**config.mk**
```make
export PLATFORM = sky130hd
export DESIGN_NAME = pipeline_hazard_controller
export DESIGN_NICKNAME = d
export VERILOG_FILES = /design/src/rtl/pipeline_hazard_controller.sv
export SDC_FILE = /design/constraint.sdc
export NUM_CORES = 1
export LEC_CHECK = 0
export CAP_MARGIN = 20
export CELL_PAD_IN_SITES_DETAIL_PLACEMENT = 0
export CELL_PAD_IN_SITES_GLOBAL_PLACEMENT = 1
export CORE_AREA = 2 2 53 79
export CTS_BUF_LIST = sky130_fd_sc_hd__clkbuf_4
export CTS_CLUSTER_DIAMETER = 60
export DETAILED_ROUTE_END_ITERATION = 8
export DIE_AREA = 0 0 55 81
export PLACE_DENSITY_LB_ADDON = 0.1
export SLEW_MARGIN = 10
export SYNTH_ARGS = -nofsm -noshare
export SYNTH_HDL_FRONTEND = slang
export SYNTH_SLANG_ARGS = --single-unit
```
**constraint.sdc**
```tcl
create_clock -name clk -period 2.65 [get_ports clk]
set_input_delay 0.6625 -clock clk [delete_from_list [all_inputs] [get_ports clk]]
set_output_delay 0.6625 -clock clk [all_outputs]
set_load 0.02 [all_outputs]
```
**src/rtl/pipeline_hazard_controller.sv**
```systemverilog
// pipeline_hazard_controller: stall/flush sequencer for the five-stage pipeline.
// Define MEM_WAIT_EN to compile in the multi-cycle data-memory handshake and timeout.
module pipeline_hazard_controller #(
  parameter int TIMEOUT_CYCLES = 255,
  parameter int STALL_CNT_W    = 16
) (
  input  logic                   clk,
  input  logic                   rst_n,
  input  logic                   ID_EXE_MemRead,
  input  logic [4:0]             ID_EXE_Rt,
  input  logic [4:0]             IF_ID_Rs,
  input  logic [4:0]             IF_ID_Rt,
  input  logic                   IF_ID_UsesRt,
  input  logic                   EXE_BranchTaken,
  input  logic                   EXE_MEM_MemRead,
  input  logic                   EXE_MEM_MemWrite,
  input  logic                   mem_ready,
  output logic                   PC_Write,
  output logic                   IF_ID_Write,
  output logic                   ID_EXE_Write,
  output logic                   EXE_MEM_Write,
  output logic                   IF_ID_Flush,
  output logic                   ID_EXE_Flush,
  output logic                   MEM_WB_Bubble,
  output logic                   mem_req,
  output logic                   mem_timeout,
  output logic [STALL_CNT_W-1:0] stall_count
);

  // state    | meaning
  // RUN      | pipeline advances; a memory access not ready this cycle enters MEM_WAIT
  // MEM_WAIT | pipeline frozen until mem_ready or the wait counter reaches its limit
  typedef enum logic {RUN = 1'b0, MEM_WAIT = 1'b1} state_t;

  localparam logic [7:0]             WAIT_LAST = 8'(TIMEOUT_CYCLES - 1);
  localparam logic [STALL_CNT_W-1:0] STALL_MAX = '1;
  localparam logic [STALL_CNT_W-1:0] STALL_ONE = {{(STALL_CNT_W-1){1'b0}}, 1'b1};

  logic                   hazard;
  logic                   memop;
  logic                   advance;
  logic                   abort;
  logic [STALL_CNT_W-1:0] stall_q;

  assign hazard = ID_EXE_MemRead && (ID_EXE_Rt != 5'd0) &&
                  ((ID_EXE_Rt == IF_ID_Rs) || (IF_ID_UsesRt && (ID_EXE_Rt == IF_ID_Rt)));
  assign memop  = EXE_MEM_MemRead || EXE_MEM_MemWrite;

`ifdef MEM_WAIT_EN
  state_t     state_q, state_d;
  logic [7:0] wait_q;
  logic       timeout_q;

  always_comb begin
    state_d = state_q;
    advance = 1'b1;
    abort   = 1'b0;
    mem_req = 1'b0;
    case (state_q)
      RUN: begin
        mem_req = memop;
        if (memop && !mem_ready) begin
          advance = 1'b0;
          state_d = MEM_WAIT;
        end
      end
      MEM_WAIT: begin
        mem_req = 1'b1;
        if (mem_ready) begin
          state_d = RUN;
        end else if (wait_q == WAIT_LAST) begin
          abort   = 1'b1;
          state_d = RUN;
        end else begin
          advance = 1'b0;
        end
      end
      default: state_d = RUN;
    endcase
    // reset abandons any outstanding access immediately
    if (!rst_n) mem_req = 1'b0;
  end

  always_ff @(posedge clk) begin
    if (!rst_n) begin
      state_q   <= RUN;
      wait_q    <= 8'd0;
      timeout_q <= 1'b0;
    end else begin
      state_q <= state_d;
      if (state_q == RUN) wait_q <= 8'd0;
      else if (!advance)  wait_q <= wait_q + 8'd1;
      if (abort) timeout_q <= 1'b1;
    end
  end

  assign mem_timeout = timeout_q;
`else
  logic unused_ok;
  assign unused_ok   = ^{mem_ready, memop, WAIT_LAST};
  assign advance     = 1'b1;
  assign abort       = 1'b0;
  assign mem_req     = 1'b0;
  assign mem_timeout = 1'b0;
`endif

  always_comb begin
    PC_Write      = 1'b0;
    IF_ID_Write   = 1'b0;
    ID_EXE_Write  = 1'b0;
    EXE_MEM_Write = 1'b0;
    IF_ID_Flush   = 1'b0;
    ID_EXE_Flush  = 1'b0;
    MEM_WB_Bubble = 1'b0;
    if (rst_n && advance) begin
      PC_Write      = 1'b1;
      IF_ID_Write   = 1'b1;
      ID_EXE_Write  = 1'b1;
      EXE_MEM_Write = 1'b1;
      MEM_WB_Bubble = abort;
      // a taken branch discards the decode instruction, so its hazard is moot
      if (EXE_BranchTaken) begin
        IF_ID_Flush  = 1'b1;
        ID_EXE_Flush = 1'b1;
      end else if (hazard) begin
        PC_Write     = 1'b0;
        IF_ID_Write  = 1'b0;
        ID_EXE_Flush = 1'b1;
      end
    end
  end

  always_ff @(posedge clk) begin
    if (!rst_n)
      stall_q <= '0;
    else if (!PC_Write && (stall_q != STALL_MAX))
      stall_q <= stall_q + STALL_ONE;
  end

  assign stall_count = stall_q;

endmodule

```
==> key figures <==
Cells and area
  – Diodes inserted: 0
  – Footprint of the multi-input gates: 791 µm²
  – Layout overhead on the synthesized area: 53.4%
  – Net total in the final layout: 218
  – Share of layout cells above drive strength 1: 0.202
  – Post-route non-filler standard cell count: 238
  – Filler cells: 406
  – Sequential cell area: 320 µm²
  – Most common cell after layout, fill and taps aside: clkdlybuf4s50_1
  – Highest-count cells in the layout ignoring fill and taps: 22 x clkdlybuf4s50_1, 17 x buf_4, 16 x dfxtp_1
  – Design Area, Final: 1730 µm²
  – Number of flip-flops under the largest register name: 16
  – Final Util: 0.449

Yosys
  – Distinct cells, synth: 43
  – Per-instance average area after synthesis: 8.12 µm²
  – Fraction of registers with async set/reset: 0
  – Top FF cell, synth: dfxtp_1
  – Post-synthesis cell count: 139
  – Seq/Total Area, Yosys: 0.284
  – Yosys synthesis warning count: 0
  – Area of the mapped netlist: 1130 µm²
  – Flip-flop and latch count after synthesis: 16
  – Post-synth EDFFs: 0

Timing
  – Clock skew: 0.00530 ns
  – Unrepaired setup endpoints after global routing: no
  – Achievable Freq: 0.387 GHz
  – Final setup fails: 0
  – Ratio of final minimum period to clock period: 0.975
  – Count of final max-slew check failures: 0
  – Final worst-path setup slack: 0.0656 ns
  – Shortest clock period the worst path allows after layout: 2.58 ns
  – Final hold violations: 0

Critical path
  – Worst stage delay on the critical path: 0.61 ns
  – Most frequent cell on the critical path: clkdlybuf4s50_1
  – Worst-path cell with the longest stage delay: clkdlybuf4s50_1
  – CP Buf/Inv Count: 3
  – Kind of start point of the critical path: input port
  – Cells along the critical path: clkdlybuf4s50_1 -> buf_4 -> clkdlybuf4s50_1
  – Critical path arrival: 1.92 ns
  – WP data required: 1.99 ns
  – Highest fanout seen on the critical path: 8
  – Setup crit end kind: output port
  – Setup CP Type: in -> out
  – Delay-heaviest family, CP: buffers and inverters

Drt
  – Residual DRC: 0
  – DRT Wirelength: 3420 µm
  – TritonRoute pass-1 iters: 4
  – Wire per inst: 14.4 µm
  – Vias after detailed routing: 1,321
  – Number of DRC markers after the initial detailed-route iteration: 51
  – Antenna Nets Post-Route: 0
  – Post-DR vias/cell: 5.55

Power and ir drop
  – Leakage Power: 0.646 nW
  – VDD IR-drop max: 152 µV
  – Total power after layout: 0.000497 W
  – Power density cells: 287 nW/µm²

Run
  – MaxCap Viol Count: 0

CTS
  – Hold_buf cts: 0
  – Maximum level of the CTS H-tree: 1
  – Clk buf depth: 2
  – Number of buffers inserted during clock tree synthesis: 3
  – Later-pin clock latency in the skew report: 0.29 ns
  – Clock Root Buffer: clkbuf_4
  – Clock edge transition at the registers on the reported setup and hold paths: 0.10 ns
  – TritonCTS Sinks: 16
  – CTS tree: built

Floorplan
  – Std-Cell Core Area: 3850 µm²
  – Total number of placement rows: 28
  – Starting utilization of the core area: 0.293
  – I/O pin count: 48
  – Die width: 55 µm
  – Die Y-Extent: 81 µm
  – Die ar.: 4460 µm²

Global route
  – Initial antenna violation count: 0
  – Largest net degree at the start of global routing: 25
  – All-Layer GR Usage: 0.159
  – Via count of the first global-routing pass: 1,188
  – Wire length of the first global-routing pass: 5190 µm
  – Sum of overflow across all layers after global routing: 0

Hold path
  – Worst hold path type: reg -> reg

Place
  – Instance count after placement with tap cells included: 234
  – Detailed placer's ending HPWL: 2700 µm
  – Worst slack, placed: -0.685 ns
  – Buffers added on ports: 41
  – Placement-stage cell area: 1690 µm²
  – Weighted congestion reported at the end of routability-driven placement: 0.875

Outcome
  – Result of the run: finished clean
-- cells in the mapped netlist (all sizes together) (2+ instances only) --
| cell type | instances | share of area |
|---|---|---|
| o211ai | 2 | 0.013 |
| o41ai | 5 | 0.039 |
| o21ai | 5 | 0.022 |
| a21oi | 12 | 0.053 |
| nor2 | 9 | 0.030 |
| or4 | 8 | 0.053 |
| and2 | 3 | 0.017 |
| o311ai | 2 | 0.016 |
| clkbuf | 4 | 0.013 |
| nand2 | 11 | 0.043 |
| nor4 | 2 | 0.017 |
| xor2 | 7 | 0.054 |
| and3b | 2 | 0.016 |
| and4 | 2 | 0.018 |
| nand4b | 4 | 0.031 |
| xnor2 | 3 | 0.023 |
| nand3 | 4 | 0.018 |
| buf | 6 | 0.040 |
| o31ai | 6 | 0.040 |
| nor3 | 2 | 0.0089 |
| nand4 | 4 | 0.022 |
| or3 | 3 | 0.017 |
| dfxtp | 16 | 0.28 |
| inv | 3 | 0.010 |
-- routing by layer --
metal | GRT usage | vias to the layer above | share of wire
met5 | 0 | - | 0
met4 | 0.0780 | 0 | 0.023
met3 | 0.0165 | 6 | 0.038
met2 | 0.311 | 43 | 0.58
met1 | 0.152 | 629 | 0.36
li1 | - | 643 | -
-- tightest hold or removal path: cells and delay by family, from the launching register on --
kind,cells,cell delay (ns)
compound gates,2,0.12
flops,1,0.34
-- final cells by class --
cell class | instances | share of cell area
clock inverters | 1 | 0.00217
flip-flops and latches | 16 | 0.185
clock buffers | 3 | 0.0130
multi-input cells | 112 | 0.457
repair buffers | 58 | 0.304
well taps | 45 | 0.0325
inverters | 3 | 0.00650
-- kinds of logic (layout without fill, tap and decap cells) --
kind of cell | Yosys count | in the layout | share of synthesized area
and+or+nand+nor | 57 | 57 | 0.309
AOI/OAI and AO/OA | 40 | 40 | 0.243
DFF | 16 | 16 | 0.284
buffers and inverters | 13 | 65 | 0.0632
xor gates and xnor gates | 10 | 10 | 0.0776
adders and majority gates | 1 | 1 | 0.0111
other | 1 | 3 | 0.00332
muxes | 1 | 1 | 0.00887
-- power by group --
part	total (W)	switching, W	internal [W]
registers	0.000241	0.000000252	0.000241
clock network	0.000139	0.0000844	0.0000547
logic	0.000117	0.0000585	0.0000586
-- per-stage QoR --
stage / hold WS (ns) / TNS, ns
final: 0.499 / 0
after CTS: 0.499 / -0.219
after floorplan: 0.563 / 0
after global placement: 0.472 / -2.94
after detailed placement: 0.484 / -3.23
after global routing: 0.529 / 0
-- repair_timing --
action	4_1_cts	5_1_grt
setup buffers	2	0
pin swaps	10	7
setup endpoints to repair	3	3
gates resized for setup	33	16
-- final timing paths --
path | start | to | slack [ns] | cells after the start
max | rst_n | EXE_MEM_Write | 0.07 | 3
min | stall_count[5]$_SDFFE_PN0P_ | stall_count[5]$_SDFFE_PN0P_ | 0.50 | 2
max reg2reg | stall_count[6]$_SDFFE_PN0P_ | stall_count[12]$_SDFFE_PN0P_ | 0.64 | 5
min reg2reg | stall_count[5]$_SDFFE_PN0P_ | stall_count[5]$_SDFFE_PN0P_ | 0.50 | 2
Note: power is estimated with default switching activity, not from simulation.
